File: config.mk
export PLATFORM = sky130hd
export DESIGN_NAME = seg7_scan_drv
export DESIGN_NICKNAME = d
export VERILOG_FILES = /design/src/rtl/seg7_pkg.sv /design/src/rtl/seg7_enc.sv /design/src/rtl/seg7_scan_drv.sv
export SDC_FILE = /design/constraint.sdc
export NUM_CORES = 1
export LEC_CHECK = 0
export ABC_AREA = 0
export BUFFER_PORTS_ARGS = -buffer_cell sky130_fd_sc_hd__clkbuf_2
export CORE_MARGIN = 3
export CORE_UTILIZATION = 53
export CTS_BUF_LIST = sky130_fd_sc_hd__clkbuf_16
export DETAILED_ROUTE_END_ITERATION = 8
export GPL_TIMING_DRIVEN = 1
export PLACE_DENSITY = 0.85
export SYNTH_ARGS = -nofsm -noshare
export SYNTH_HDL_FRONTEND = slang
export SYNTH_SLANG_ARGS = --single-unit
File: constraint.sdc
create_clock -name iCLK -period 4.91 [get_ports iCLK]
set_clock_uncertainty 0.15 [all_clocks]
set_input_delay 1.2275 -clock iCLK [delete_from_list [all_inputs] [get_ports iCLK]]
set_output_delay 1.2275 -clock iCLK [all_outputs]
set_load 0.02 [all_outputs]
File: src/rtl/seg7_pkg.sv
// Shared constants for the multiplexed seven-segment driver: segment width
// and the active-high hex glyph table (bit0 = a .. bit6 = g).
package seg7_pkg;

  localparam int SEG_W = 7;

  typedef logic [SEG_W-1:0] seg_t;

  localparam seg_t SEG_TABLE [16] = '{
    7'h3F, 7'h06, 7'h5B, 7'h4F, 7'h66, 7'h6D, 7'h7D, 7'h07,
    7'h7F, 7'h6F, 7'h77, 7'h7C, 7'h39, 7'h5E, 7'h79, 7'h71
  };

endpackage

File: src/rtl/seg7_enc.sv
// Combinational hex-to-segment decoder with a blanking override.
// Output is active-high; polarity is applied by the caller.
module seg7_enc
  import seg7_pkg::*;
(
  input  logic [3:0]       hex,
  input  logic             blank,
  output logic [SEG_W-1:0] seg
);

  always_comb begin
    seg = blank ? '0 : SEG_TABLE[hex];
  end

endmodule

File: src/rtl/seg7_scan_drv.sv
// Time-multiplexed hex display driver with frame-synchronous double-buffered
// loads, per-digit enable/blink and live leading-zero suppression.
module seg7_scan_drv
  import seg7_pkg::*;
#(
  parameter int N_DIG      = 8,
  parameter int SCAN_DIV   = 50000,
  parameter int BLINK_DIV  = 64,
  parameter bit ACTIVE_LOW = 1'b1
) (
  input  logic               iCLK,
  input  logic               iRST,
  input  logic [4*N_DIG-1:0] iDIG,
  input  logic [N_DIG-1:0]   iON_OFF,
  input  logic [N_DIG-1:0]   iBLINK,
  input  logic               iLZS,
  input  logic               iLOAD,
  output logic [SEG_W-1:0]   oSEG,
  output logic [N_DIG-1:0]   oAN,
  output logic               oACK,
  output logic               oFRAME
);

  localparam int IDX_W = (N_DIG > 1) ? $clog2(N_DIG) : 1;
  localparam int PS_W  = (SCAN_DIV > 1) ? $clog2(SCAN_DIV) : 1;
  localparam int BL_W  = (BLINK_DIV > 1) ? $clog2(BLINK_DIV) : 1;

  localparam logic [IDX_W-1:0] IDX_LAST = IDX_W'(N_DIG - 1);
  localparam logic [PS_W-1:0]  PS_LAST  = PS_W'(SCAN_DIV - 1);
  localparam logic [BL_W-1:0]  BL_LAST  = BL_W'(BLINK_DIV - 1);

  // XOR masks double as the reset (all-off) value for the chosen polarity.
  localparam logic [SEG_W-1:0] SEG_OFF = {SEG_W{ACTIVE_LOW}};
  localparam logic [N_DIG-1:0] AN_OFF  = {N_DIG{ACTIVE_LOW}};

  logic [PS_W-1:0]    ps_cnt;
  logic [IDX_W-1:0]   idx;
  logic [BL_W-1:0]    bl_cnt;
  logic               phase;
  logic               pending;
  logic               tick;
  logic               frame;

  logic [4*N_DIG-1:0] sh_dig;
  logic [N_DIG-1:0]   sh_on;
  logic [N_DIG-1:0]   sh_blk;
  logic [4*N_DIG-1:0] act_dig;
  logic [N_DIG-1:0]   act_on;
  logic [N_DIG-1:0]   act_blk;

  logic [N_DIG-1:0]   zero_run;
  logic               run;
  logic [N_DIG-1:0]   blank_vec;
  logic [N_DIG-1:0]   an_sel;
  logic [3:0]         cur_hex;
  logic [SEG_W-1:0]   seg_raw;
  logic [SEG_W-1:0]   seg_p1;
  logic [N_DIG-1:0]   an_p1;

  assign tick  = (ps_cnt == PS_LAST);
  assign frame = tick && (idx == IDX_LAST);

  always_ff @(posedge iCLK or posedge iRST) begin
    if (iRST) begin
      ps_cnt <= '0;
      idx    <= '0;
    end else begin
      ps_cnt <= tick ? '0 : ps_cnt + 1'b1;
      if (tick) begin
        idx <= (idx == IDX_LAST) ? '0 : idx + 1'b1;
      end
    end
  end

  // Active registers only ever change on a frame boundary, so a frame is
  // always drawn from one consistent snapshot.
  always_ff @(posedge iCLK or posedge iRST) begin
    if (iRST) begin
      sh_dig  <= '0;
      sh_on   <= '0;
      sh_blk  <= '0;
      act_dig <= '0;
      act_on  <= '0;
      act_blk <= '0;
      pending <= 1'b0;
    end else begin
      if (iLOAD) begin
        sh_dig <= iDIG;
        sh_on  <= iON_OFF;
        sh_blk <= iBLINK;
      end
      if (frame) begin
        pending <= 1'b0;
        if (iLOAD) begin
          act_dig <= iDIG;
          act_on  <= iON_OFF;
          act_blk <= iBLINK;
        end else if (pending) begin
          act_dig <= sh_dig;
          act_on  <= sh_on;
          act_blk <= sh_blk;
        end
      end else if (iLOAD) begin
        pending <= 1'b1;
      end
    end
  end

  always_ff @(posedge iCLK or posedge iRST) begin
    if (iRST) begin
      bl_cnt <= '0;
      phase  <= 1'b0;
    end else if (frame) begin
      if (bl_cnt == BL_LAST) begin
        bl_cnt <= '0;
        phase  <= ~phase;
      end else begin
        bl_cnt <= bl_cnt + 1'b1;
      end
    end
  end

  // zero_run[k]: digits k..N_DIG-1 are all zero in the active snapshot.
  always_comb begin
    zero_run = '0;
    run      = 1'b1;
    for (int k = N_DIG - 1; k >= 0; k--) begin
      run         = run && (act_dig[4*k +: 4] == 4'h0);
      zero_run[k] = run;
    end
  end

  always_comb begin
    blank_vec = '0;
    for (int k = 0; k < N_DIG; k++) begin
      blank_vec[k] = !act_on[k] || (act_blk[k] && phase) ||
                     (iLZS && (k > 0) && zero_run[k]);
    end
  end

  always_comb begin
    an_sel      = '0;
    an_sel[idx] = 1'b1;
  end

  assign cur_hex = act_dig[4*int'(idx) +: 4];

  seg7_enc u_enc (
    .hex   (cur_hex),
    .blank (blank_vec[idx]),
    .seg   (seg_raw)
  );

  // Stage p1: registered, polarity-adjusted pad drive.
  always_ff @(posedge iCLK or posedge iRST) begin
    if (iRST) begin
      seg_p1 <= SEG_OFF;
      an_p1  <= AN_OFF;
    end else begin
      seg_p1 <= seg_raw ^ SEG_OFF;
      an_p1  <= an_sel ^ AN_OFF;
    end
  end

  assign oSEG   = seg_p1;
  assign oAN    = an_p1;
  assign oFRAME = frame && !iRST;
  assign oACK   = frame && (pending || iLOAD) && !iRST;

endmodule

# Word level (Yosys, flattened, before mapping)
# Memory sizes are Yosys's and may differ from the RTL's.
# Cells that the tools add are included.
[totals] out_inout_bits=17 n_memories=1 latchBits=0 ff_bits=138 romBits=112 ramBits=0 inputBits=52
[classes] div_mod_pow=0 magnitude_cmp=3 shift=1 addsub=3 multipliers=0 n_reduce_logical=62 n_eq_ne=3 n_mux=18 bitwise=4
[memory_table] name="(name not given)" depth=16 width=7 rd=1 rd_clocked_by_memory_dff=0 wr=0 line_no="seg7_enc.sv:12" text="seg = blank ? '0 : SEG_TABLE[hex];"
[op_table] op="32-bit 2-to-1 mux" n=2
[op_table] op="8-bit 2-to-1 mux" n=4
[op_table] op="32-bit by 6-bit indexed part select with 4-bit output" n=1
[op_table] op="4-bit logical NOT" n=7
[op_table] op="1-bit logical AND" n=26
[op_table] op="7-bit 2-to-1 mux" n=3
[op_table] op="16-bit by 1-bit adder with 16-bit output (second input constant)" n=1
[op_table] op="16-bit equality test (second input constant)" n=1
[op_table] op="1-bit logical OR" n=16
[op_table] op="16-bit 2-to-1 mux" n=1
[op_table] op="1-bit logical NOT" n=9
[op_table] op="8-bit NOT" n=1
[op_table] op="7-bit NOT" n=1
[op_table] op="6-bit by 1-bit adder with 6-bit output (second input constant)" n=1
[op_table] op="6-bit equality test (second input constant)" n=1
[op_table] op="6-bit 2-to-1 mux" n=1
[op_table] op="5-bit greater-or-equal comparator (second input constant)" n=1
[op_table] op="4-bit NOT with 5-bit output" n=1
[op_table] op="3-bit by 4-bit less-than comparator with 1-bit output (second input constant)" n=1
[op_table] op="1-bit 2-to-1 mux" n=4
[op_table] op="2-bit AND reduction" n=2
[op_table] op="2-bit nonzero test" n=2
[op_table] op="3-bit by 1-bit adder with 3-bit output (second input constant)" n=1
[op_table] op="1-bit binary-select mux with 3-bit select" n=1
[op_table] op="5 further kinds" n=5

# Longest topological paths before layout
# Gate-level depths: netlist of the first run.
[logic_depth] word_depth=13 ltp_mapped=10 depth_no_buf=8

# Modules after synthesis
# Synthesis of the first run repeated with hierarchy kept, for this count alone.
[unflattened] cells_unflattened=468 hier_area_um2=6123.4
[modules_own_cells] module="seg7_scan_drv" cells_each=435 area_per_inst_um2=5854.4 seq_area_each_um2=3472.1 n_inst=1
[modules_own_cells] module="seg7_enc" cells_each=33 area_per_inst_um2=269.0 seq_area_each_um2=0.0 n_inst=1

# Worst setup path after synthesis of the first run
# Ideal clock, no wire load.
[synth_path] path_type="input-to-output" from="in iLOAD" to="out oACK" n_path_buf=2 required_ns=3.533 stages=4 t_arrival_ns=2.482 slack_ns=1.050 cell_sequence="buf_1 buf_1 nor2_1 nor3_1"
[synth_via] elab_chain_len=3
[synth_lines] element="from (decl)" line_no="seg7_scan_drv.sv:17" text="input logic iLOAD,"
[synth_lines] element="1-bit logical OR" line_no="seg7_scan_drv.sv:168" text="assign oACK = frame && (pending || iLOAD) && !iRST;"
[synth_lines] element="1-bit logical AND (2 in a row)" line_no="seg7_scan_drv.sv:168"
[synth_lines] element="to (decl)" line_no="seg7_scan_drv.sv:20" text="output logic oACK,"
# No other way between the ends.

# Worst setup path after layout of the first run
[layout_path] from="reg ps_cnt[4]" to="out oACK"
[layout_via] elab_chain_len=4
[layout_lines] element="from (decl)" line_no="seg7_scan_drv.sv:36" text="logic [PS_W-1:0] ps_cnt;"
[layout_lines] element="from (signal assigned)" line_no="seg7_scan_drv.sv:68" text="ps_cnt <= tick ? '0 : ps_cnt + 1'b1;"
[layout_lines] element="16-bit equality test" line_no="seg7_scan_drv.sv:60" text="assign tick = (ps_cnt == PS_LAST);"
[layout_lines] element="1-bit logical AND" line_no="seg7_scan_drv.sv:61" text="assign frame = tick && (idx == IDX_LAST);"
[layout_lines] element="1-bit logical AND (2 in a row)" line_no="seg7_scan_drv.sv:168"
# No other way between the ends.

==> reports/metrics.yaml, run 1 <==
finish:
  area_delta_synth_final_pct: 18.95
  diodes: 0
  nNetsFinal: 594
  stdcell_count: 685
  final_util: 0.6564
  drive_gt1_frac: 0.4110
sta:
  setup_viol: 0
  rsz0062_at_grt: "no"
  worst_pin_slew_ns: 0.7793
  fmax_mhz: 265.1
  setup_tns_ns: 0
  fin_hold_ws_ns: 0.3217
  max-slew-margin-rel: 0.4782
  worst_slack_ns: 1.137
  post-route-period-util: 0.7684
  finalMaxSlewViolations: 0
  fin_crit_ns: 3.773
  finalHoldViolations: 0
logic_synthesis:
  synth_common_cells: "dfrtp_1 (123), mux2_2 (79), nand2_1 (36), nor2_1 (23), nand3_1 (21)"
  yosysSeqAreaShare: 0.5704
  yosys.cell_count.top_type: "dfrtp_1"
  ys_ff_latch: 138
  netlist_instances: 462
  synth_top_area_cell: "dfrtp_1"
  synth_nets: 524
  ys_async_sr_fraction: 1.000
  netlist_area_sq_um: 6087
  synth-edff-count: 0
  ys_warn_count: 0
  ys.flop_type: "dfrtp_1"
  syn_avg_cell_area_sq_um: 13.18
  synth_top_area_frac: 0.5057
  synthTopCellsByArea: "dfrtp_1 (51%), mux2_2 (15%), dfstp_2 (6.5%), mux2_4 (4.9%), nand2_1 (2.2%)"
  ys_types: 48
hold_path:
  min_path_type: "reg -> reg"
  hold_path.startpoint: "bl_cnt[5]"
setup_path:
  cp-startpoint: "ps_cnt[4]"
  end_kind: "primary output"
  required_ns: 3.53
  cp_slowest_cell: "or4b_4"
  cp.arrival_ns: 2.40
  reg2reg_from: "idx[1]"
  worstPathMaxFanout: 9
  startpoint_type: "register"
  crit_chain: "or4b_4 -> nor4_1 -> nand2_1 -> nor3_1 -> clkbuf_2"
  critPathMaxStageDelay_ns: 0.57
  crit_type: "reg -> out"
global_route:
  grt_max_degree: 139
  grt_pass1_vias: 4039
  track_usage: 0.2097
  overflow: 0
  grt_pass1_wl_mm: 20.88
  antenna_found_initial: 0
floorplan:
  die_area_sq_um: 12810
  rows: 38
  die-height_um: 113.2
  start_util: 0.5518
  core_area_sq_um: 11030
  io_pins: 69
  die_w_um: 113.2
routing:
  drt_iter0_drc: 273
  drc: 0
  routed_via_density: 5.672
  drt_wl_total_mm: 12.25
  post_drt_wl_per_cell_um: 17.89
  vias: 3885
  drtPass1Iterations: 4
  ant_nets: 0
clock_tree:
  clk_path_buf_depth: 2
  cts_tree: "yes"
  clkLatencyLatePin_ns: 0.42
  post_cts_resized: 0
  cts_sinks: 138
  cts_setup_buffers: 0
  numCtsBuffers: 17
  clockRootBuffer: "clkbuf_16"
  cts_hold_buf: 0
  clk_pin_slew_ns: 0.06
  htree_levels: 4
run:
  drv_cap: 0
power:
  leakage_nw: 3.422
  ir_worst_vdd_mv: 0.3637
  power.density_nw_per_um2: 382.1
outcome:
  status: "complete, no violations"
place:
  place.gp.congestion: 0.7841
  hpwl_mm: 8.127
  placed_cells: 653
  io_buffers: 68
  dp_slack_ns: 1.618
[sequential cells by signal (all words and copies together), names as in the netlist]
name,count
pending,1
act_on,8
bl_cnt,6
act_dig,32
oAN,8
ps_cnt,16
phase,1
sh_blk,8
act_blk,8
sh_on,8
sh_dig,32
oSEG,7
idx,3
[kinds of logic (layout without fill, tap and decap cells)]
group,Yosys count,count (layout),share of synthesized area
AOI/OAI and AO/OA,36,36,0.03988
adders and majority gates,10,10,0.02055
DFF,138,138,0.5704
muxes,109,109,0.2201
xor gates and xnor gates,16,16,0.02302
and+or+nand+nor,122,122,0.1028
buffers and inverters,31,114,0.02323
[per-stage QoR]
stage / power, W / area [sq um]
floorplan: 0.001277 / 6091
global placement: 0.001318 / 6561
detailed placement: 0.001325 / 6561
global route: 0.002858 / 7241
CTS: 0.002792 / 7241
finish: 0.002766 / 7241
[final cells by class]
class	count	area [sq um]
well taps	140	175.2
flip-flops and latches	138	3472
clock buffers	17	425.4
multi-input cells	293	2481
clock inverters	15	254.0
fillers	780	3790
repair buffers	71	387.9
inverters	11	45.04
[layer usage]
layer	share of wire	up-vias	wire length (um)	global-route usage
met5	0	-	0	0
met1	0.46	1956	5576	0.2917
met3	0.052	17	643	0.06096
li1	-	1788	-	-
met4	0.017	0	213	0.07452
met2	0.47	124	5818	0.3171
[layout by cell type (no fill, tap or decap), types with 3 or more instances in the layout]
| cell type | count |
|---|---|
| a21oi_1 | 5 |
| a22oi_1 | 4 |
| and3_1 | 4 |
| bufinv_16 | 7 |
| clkbuf_16 | 17 |
| clkbuf_2 | 68 |
| clkinv_2 | 3 |
| dfrtp_1 | 123 |
| dfstp_2 | 15 |
| ha_1 | 10 |
| inv_1 | 11 |
| mux2_2 | 79 |
| mux2_4 | 20 |
| mux2i_1 | 6 |
| mux4_2 | 4 |
| nand2_1 | 36 |
| nand3_1 | 21 |
| nand4_1 | 4 |
| nor2_1 | 23 |
| nor2b_1 | 5 |
| nor3_1 | 4 |
| nor3b_1 | 3 |
| nor4_1 | 7 |
| o2111ai_1 | 3 |
| o211ai_1 | 4 |
| o21ai_0 | 10 |
| xnor2_1 | 9 |
| xor2_1 | 7 |
[final timing paths]
check,depth (start not counted),slack [ns],to
min in group asynchronous,3,0.81,bl_cnt[3]
worst min-delay path,1,0.32,bl_cnt[5]
max in group asynchronous,3,3.17,ps_cnt[3]
worst min register to register,1,0.32,bl_cnt[5]
worst max-delay path,5,1.14,oACK
worst max register to register,6,1.90,oSEG[3]
[power by group]
group	switching, W	internal (W)	total [W]
clock network	0.000468	0.000996	0.00146
registers	0.00000950	0.00118	0.00119
logic	0.0000611	0.0000543	0.000115
[critical path: cells and delay by family, from the launching register on]
family	cells	cell delay, ns
buffers and inverters	1	0.20
DFF	1	0.42
and+or+nand+nor	4	1.36
Power figures use the tool's default switching activity.
==> run 2, diff against run 1 <==
--- a/config.mk
+++ b/config.mk
@@ -5,7 +5,7 @@
 export SDC_FILE = /design/constraint.sdc
 export NUM_CORES = 1
 export LEC_CHECK = 0
-export ABC_AREA = 0
+export ABC_AREA = 1
 export BUFFER_PORTS_ARGS = -buffer_cell sky130_fd_sc_hd__clkbuf_2
 export CORE_MARGIN = 3
 export CORE_UTILIZATION = 53
==> constraint.sdc (replaced) <==
create_clock -name iCLK -period 3.02 [get_ports iCLK]
set_clock_uncertainty 0.15 [all_clocks]
set_input_delay 0.755 -clock iCLK [delete_from_list [all_inputs] [get_ports iCLK]]
set_output_delay 0.755 -clock iCLK [all_outputs]
set_load 0.02 [all_outputs]
==> run 2 against run 1 <==
  * Via count rose by 37%
  * Highest routed layer unchanged
  * Non-clock buffer count increased by 11
  * Design area is 3.3% higher
  * Synthesized cell count rose by 74%
  * Sequential cell count unchanged
  * Clock power grew 34%
==> reports/metrics.yaml, run 2 <==
logic_synthesis:
  ys_ff_latch: 138
  netlist_area_sq_um: 6416
  ys_types: 35
  synth_top_area_frac: 0.4797
  synth-edff-count: 0
  synth_common_cells: "nand2_1 (378), dfrtp_1 (123), nand3_1 (75), inv_1 (45), nor2_1 (39)"
  synth_top_area_cell: "dfrtp_1"
  ys.flop_type: "dfrtp_1"
  synth_nets: 868
  ys_warn_count: 0
  netlist_instances: 806
  syn_avg_cell_area_sq_um: 7.960
  synthTopCellsByArea: "dfrtp_1 (48%), nand2_1 (22%), dfstp_2 (6.1%), nand3_1 (5.9%), inv_1 (2.6%)"
  yosys.cell_count.top_type: "nand2_1"
  yosysSeqAreaShare: 0.5411
  ys_async_sr_fraction: 1.000
power:
  leakage_nw: 4.062
  power.density_nw_per_um2: 543.1
  ir_worst_vdd_mv: 0.3929
place:
  placed_cells: 993
  hpwl_mm: 9.370
  place.gp.congestion: 0.9098
  io_buffers: 68
  dp_slack_ns: 0.4096
global_route:
  grt_pass1_vias: 5236
  grt_max_degree: 51
  grt_pass1_wl_mm: 23.65
  track_usage: 0.2232
  antenna_found_initial: 0
  overflow: 0
finish:
  final_common_cell: "nand2_1"
  drive_gt1_frac: 0.1606
  diodes: 0
  nNetsFinal: 934
  seq_area_sq_um: 3472
  layout_common_cells: "nand2_1 (378), dfrtp_1 (123), nand3_1 (74), clkbuf_2 (67), inv_1 (45)"
  num-fill-cells: 965
  largest_registers: "act_dig x32, sh_dig x32, ps_cnt x16"
  stdcell_count: 1027
  area_delta_synth_final_pct: 16.56
  multiInputGateArea_sq_um: 2577
sta:
  finalMaxSlewViolations: 0
  max-slew-margin-rel: 0.5396
  worst_slack_ns: 0.1058
  fin_crit_ns: 2.914
  finalHoldViolations: 0
  setup_viol: 0
  fmax_mhz: 343.2
  worst_pin_slew_ns: 0.6892
  setup_tns_ns: 0
  post-route-period-util: 0.9650
clock_tree:
  cts_hold_buf: 0
  numCtsBuffers: 17
  htree_levels: 4
  clkLatencyLatePin_ns: 0.42
  clk_pin_slew_ns: 0.06
  clk_path_buf_depth: 2
  clockRootBuffer: "clkbuf_16"
  cts_sinks: 138
  cts_tree: "yes"
floorplan:
  die-height_um: 116.0
  start_util: 0.5525
  rows: 39
  core_area_sq_um: 11610
  io_pins: 69
  die_area_sq_um: 13460
  die_w_um: 116.0
routing:
  ant_nets: 0
  drt_iter0_drc: 351
  routed_via_density: 5.181
  drt_wl_total_mm: 13.88
  vias: 5321
  post_drt_wl_per_cell_um: 13.52
  drtPass1Iterations: 5
  drc: 0
setup_path:
  startpoint_type: "register"
  cp.arrival_ns: 2.01
  required_ns: 2.11
  end_kind: "primary output"
  worstPathMaxFanout: 4
  crit_type: "reg -> out"
run:
  drv_cap: 0
hold_path:
  min_path_type: "in -> async"
outcome:
  status: "complete, no violations"
run 2: cell types whose count changed after synthesis, sizes merged, moves of 8 or more:
cell	delta
nand2	+344
mux2	-99
nand3	+54
inv	+39
nor2	+17
o21ai	+12
buf	+8
run 2: kinds of logic (layout without fill, tap and decap cells):
| logic type | count (synthesis) | after routing | share of synthesized area |
|---|---|---|---|
| XOR/XNOR | 9 | 9 | 0.01229 |
| buffers and inverters | 86 | 164 | 0.05831 |
| adder cells (fa/ha/maj) | 10 | 10 | 0.01950 |
| AO/OA/AOI/OAI | 38 | 38 | 0.03296 |
| flip-flops | 138 | 138 | 0.5411 |
| AND/OR/NAND/NOR | 525 | 525 | 0.3358 |
run 2: final cells by class:
class	instances	share of cell area
flip-flops and latches	138	0.4643
inverters	51	0.02610
well taps	143	0.02393
multi-input cells	582	0.3447
clock inverters	14	0.01790
repair buffers	82	0.06625
clock buffers	17	0.05688
run 2: path summary, 6_finish.rpt:
path	cells past startpoint	slack (ns)	endpoint	startpoint
max	8	0.11	oACK	ps_cnt[0]
min	2	0.31	pending	iRST
max reg2reg	14	0.62	oSEG[3]	idx[0]
min reg2reg	1	0.31	ps_cnt[0]	ps_cnt[0]
max in group asynchronous	3	1.71	oSEG[5]	iRST
min in group iCLK	1	0.31	ps_cnt[0]	ps_cnt[0]
run 2: layer usage:
metal / routed length (um) / GRT usage / vias to the layer above
met5: 0 / 0 / -
met1: 6137 / 0.2901 / 2501
met2: 6861 / 0.3659 / 123
met4: 264 / 0.08353 / 0
li1: - / - / 2674
met3: 620 / 0.05326 / 23
run 2: timing repair:
action                                  4_1_cts  5_1_grt
setup buffers                                 0        3
hold endpoints to repair                      0        0
pin swaps                                     0        2
endpoints found under the setup margin        1        1
gates cloned                                  0        0
gates resized for setup                       1        2
run 2: report_power, final:
part / leakage, nW / total (W) / internal, W / switching, W
clock: 0.277 / 0.00196 / 0.00120 / 0.000764
combinational: 2.01 / 0.000178 / 0.0000607 / 0.000118
sequential: 1.77 / 0.00192 / 0.00191 / 0.0000158
total: 4.06 / 0.00406 / 0.00316 / 0.000897
run 2: per-stage QoR:
step	total power (W)	utilization	instance area [sq um]	hold WS [ns]
after floorplan	0.002057	-	6420	0.2829
after global placement	0.002129	0.5932	6889	0.2941
after detailed placement	0.002135	0.5932	6889	0.3041
after CTS	0.004098	0.6418	7453	0.3113
after global routing	0.004207	0.6439	7478	0.3397
final	0.004062	0.6439	7478	0.3079
run 2: worst max-delay path: stages, from the launching register on:
cell and delay, ns:
dfrtp_1 0.37, ha_2 0.21, nand3_2 0.13, nor3_2 0.16
nand2_2 0.14, nor2_4 0.13, inv_1 0.10, nor3_1 0.16
buf_2 0.20
==> run 3, diff against run 2 <==
--- a/config.mk
+++ b/config.mk
@@ -8,11 +8,11 @@
 export ABC_AREA = 1
 export BUFFER_PORTS_ARGS = -buffer_cell sky130_fd_sc_hd__clkbuf_2
 export CORE_MARGIN = 3
-export CORE_UTILIZATION = 53
+export CORE_UTILIZATION = 63
 export CTS_BUF_LIST = sky130_fd_sc_hd__clkbuf_16
 export DETAILED_ROUTE_END_ITERATION = 8
 export GPL_TIMING_DRIVEN = 1
-export PLACE_DENSITY = 0.85
+export PLACE_DENSITY = 0.94
 export SYNTH_ARGS = -nofsm -noshare
 export SYNTH_HDL_FRONTEND = slang
 export SYNTH_SLANG_ARGS = --single-unit
==> constraint.sdc (replaced) <==
create_clock -name iCLK -period 3.41 [get_ports iCLK]
set_clock_uncertainty 0.15 [all_clocks]
set_input_delay 0.8525 -clock iCLK [delete_from_list [all_inputs] [get_ports iCLK]]
set_output_delay 0.8525 -clock iCLK [all_outputs]
set_load 0.02 [all_outputs]
==> run 3 against run 2 <==
  * Power fell by 11%
  * Non-clock buffer count shrank 5
  * Sequential share of layout area grew 0.59 points
  * Clock power fell by 11%
  * Register-to-register slack improved by 0.09 ns
  * Combinational power shrank 15%
  * Via count rose by 4.6%
==> reports/metrics.yaml, run 3 (synthesis gave the netlist of run 2 again) <==
outcome:
  status: "complete, no violations"
finish:
  final_common_cell: "nand2_1"
  stdcell_count: 1013
  diodes: 0
  layout_common_cells: "nand2_1 (378), dfrtp_1 (123), nand3_1 (75), clkbuf_2 (68), inv_1 (46)"
  multiInputGateArea_sq_um: 2570
  nNetsFinal: 929
  largest_registers: "act_dig x32, sh_dig x32, ps_cnt x16"
  drive_gt1_frac: 0.1511
  seq_area_sq_um: 3472
  num-fill-cells: 680
  final_util: 0.7520
  area_delta_synth_final_pct: 15.09
place:
  dp_slack_ns: 0.7844
  io_buffers: 68
  place.gp.congestion: 0.9002
  hpwl_mm: 9.240
  placed_cells: 981
routing:
  ant_nets: 0
  drtPass1Iterations: 6
  routed_via_density: 5.495
  drt_wl_total_mm: 14.43
  drt_iter0_drc: 517
  post_drt_wl_per_cell_um: 14.24
  vias: 5566
  drc: 0
setup_path:
  required_ns: 2.41
  worstPathMaxFanout: 17
  cp-startpoint: "idx[1]"
  cp.arrival_ns: 2.19
  end_kind: "primary output"
  crit_type: "reg -> out"
  reg2reg_from: "idx[1]"
  startpoint_type: "register"
power:
  leakage_nw: 4.018
  power.density_nw_per_um2: 486.9
  ir_worst_vdd_mv: 0.4465
run:
  drv_cap: 0
sta:
  finalHoldViolations: 0
  finalMaxSlewViolations: 0
  setup_tns_ns: 0
  worst_pin_slew_ns: 0.7396
  fin_crit_ns: 3.191
  fmax_mhz: 313.4
  max-slew-margin-rel: 0.5070
  setup_viol: 0
  worst_slack_ns: 0.2193
  rsz0062_at_grt: "no"
  post-route-period-util: 0.9357
floorplan:
  die-height_um: 106.9
  die_area_sq_um: 11430
  io_pins: 69
  core_area_sq_um: 9819
  die_w_um: 106.9
  rows: 36
  start_util: 0.6534
clock_tree:
  numCtsBuffers: 17
  clk_path_buf_depth: 2
  cts_hold_buf: 0
  htree_levels: 4
  cts_tree: "yes"
  cts_setup_buffers: 0
  clkLatencyLatePin_ns: 0.42
  clockRootBuffer: "clkbuf_16"
  cts_sinks: 138
  post_cts_resized: 0
  clk_pin_slew_ns: 0.06
global_route:
  grt_pass1_vias: 5251
  track_usage: 0.2748
  antenna_found_initial: 0
  overflow: 0
  grt_pass1_wl_mm: 24.63
  grt_max_degree: 139
hold_path:
  hold_path.startpoint: "sh_dig[0]"
  min_path_type: "reg -> reg"
-- run 3: path summary, 6_finish.rpt --
path	endpoint	slack (ns)	cells after the start
max	oACK	0.22	7
min	sh_dig[0]	0.32	2
max reg2reg	act_blk[7]	0.71	9
min reg2reg	sh_dig[0]	0.32	2
max in group asynchronous	act_on[2]	2.07	3
min in group asynchronous	sh_blk[5]	0.44	3
-- run 3: per-stage QoR --
stage                     hold WS, ns  power, W  area (sq um)
final                          0.3176  0.003596          7385
after global routing           0.3380  0.003717          7385
after CTS                      0.3183  0.003602          7385
after detailed placement       0.3009  0.001884          6824
after global placement         0.2945  0.001879          6824
after floorplan                0.2829  0.001822          6420
-- run 3: critical path: stages, from the launching register on --
cell	delay (ns)
dfrtp_1	0.67
ha_1	0.26
ha_1	0.18
inv_1	0.12
nor2_4	0.13
inv_1	0.09
nor3_1	0.13
clkbuf_2	0.19
-- run 3: routing by layer --
| layer | part of all wire | vias up | GRT usage |
|---|---|---|---|
| li1 | - | 2664 | - |
| met1 | 0.41 | 2612 | 0.3458 |
| met2 | 0.50 | 248 | 0.4568 |
| met3 | 0.066 | 42 | 0.07164 |
| met4 | 0.027 | 0 | 0.1087 |
| met5 | 0 | - | 0 |
-- run 3: area by class of cell --
type | instances | share of cell area
Sequential cell | 138 | 0.4702
Multi-Input combinational cell | 582 | 0.3480
Clock buffer | 17 | 0.05761
Timing Repair Buffer | 77 | 0.05693
Inverter | 51 | 0.02643
Tap cell | 133 | 0.02253
Clock inverter | 15 | 0.01830
-- run 3: where the power goes --
group,leakage (nW),internal (W),switching [W],total [W]
sequential,1.77,0.00169,0.0000134,0.00170
combinational,1.97,0.0000499,0.000103,0.000152
clock,0.278,0.00106,0.000681,0.00174
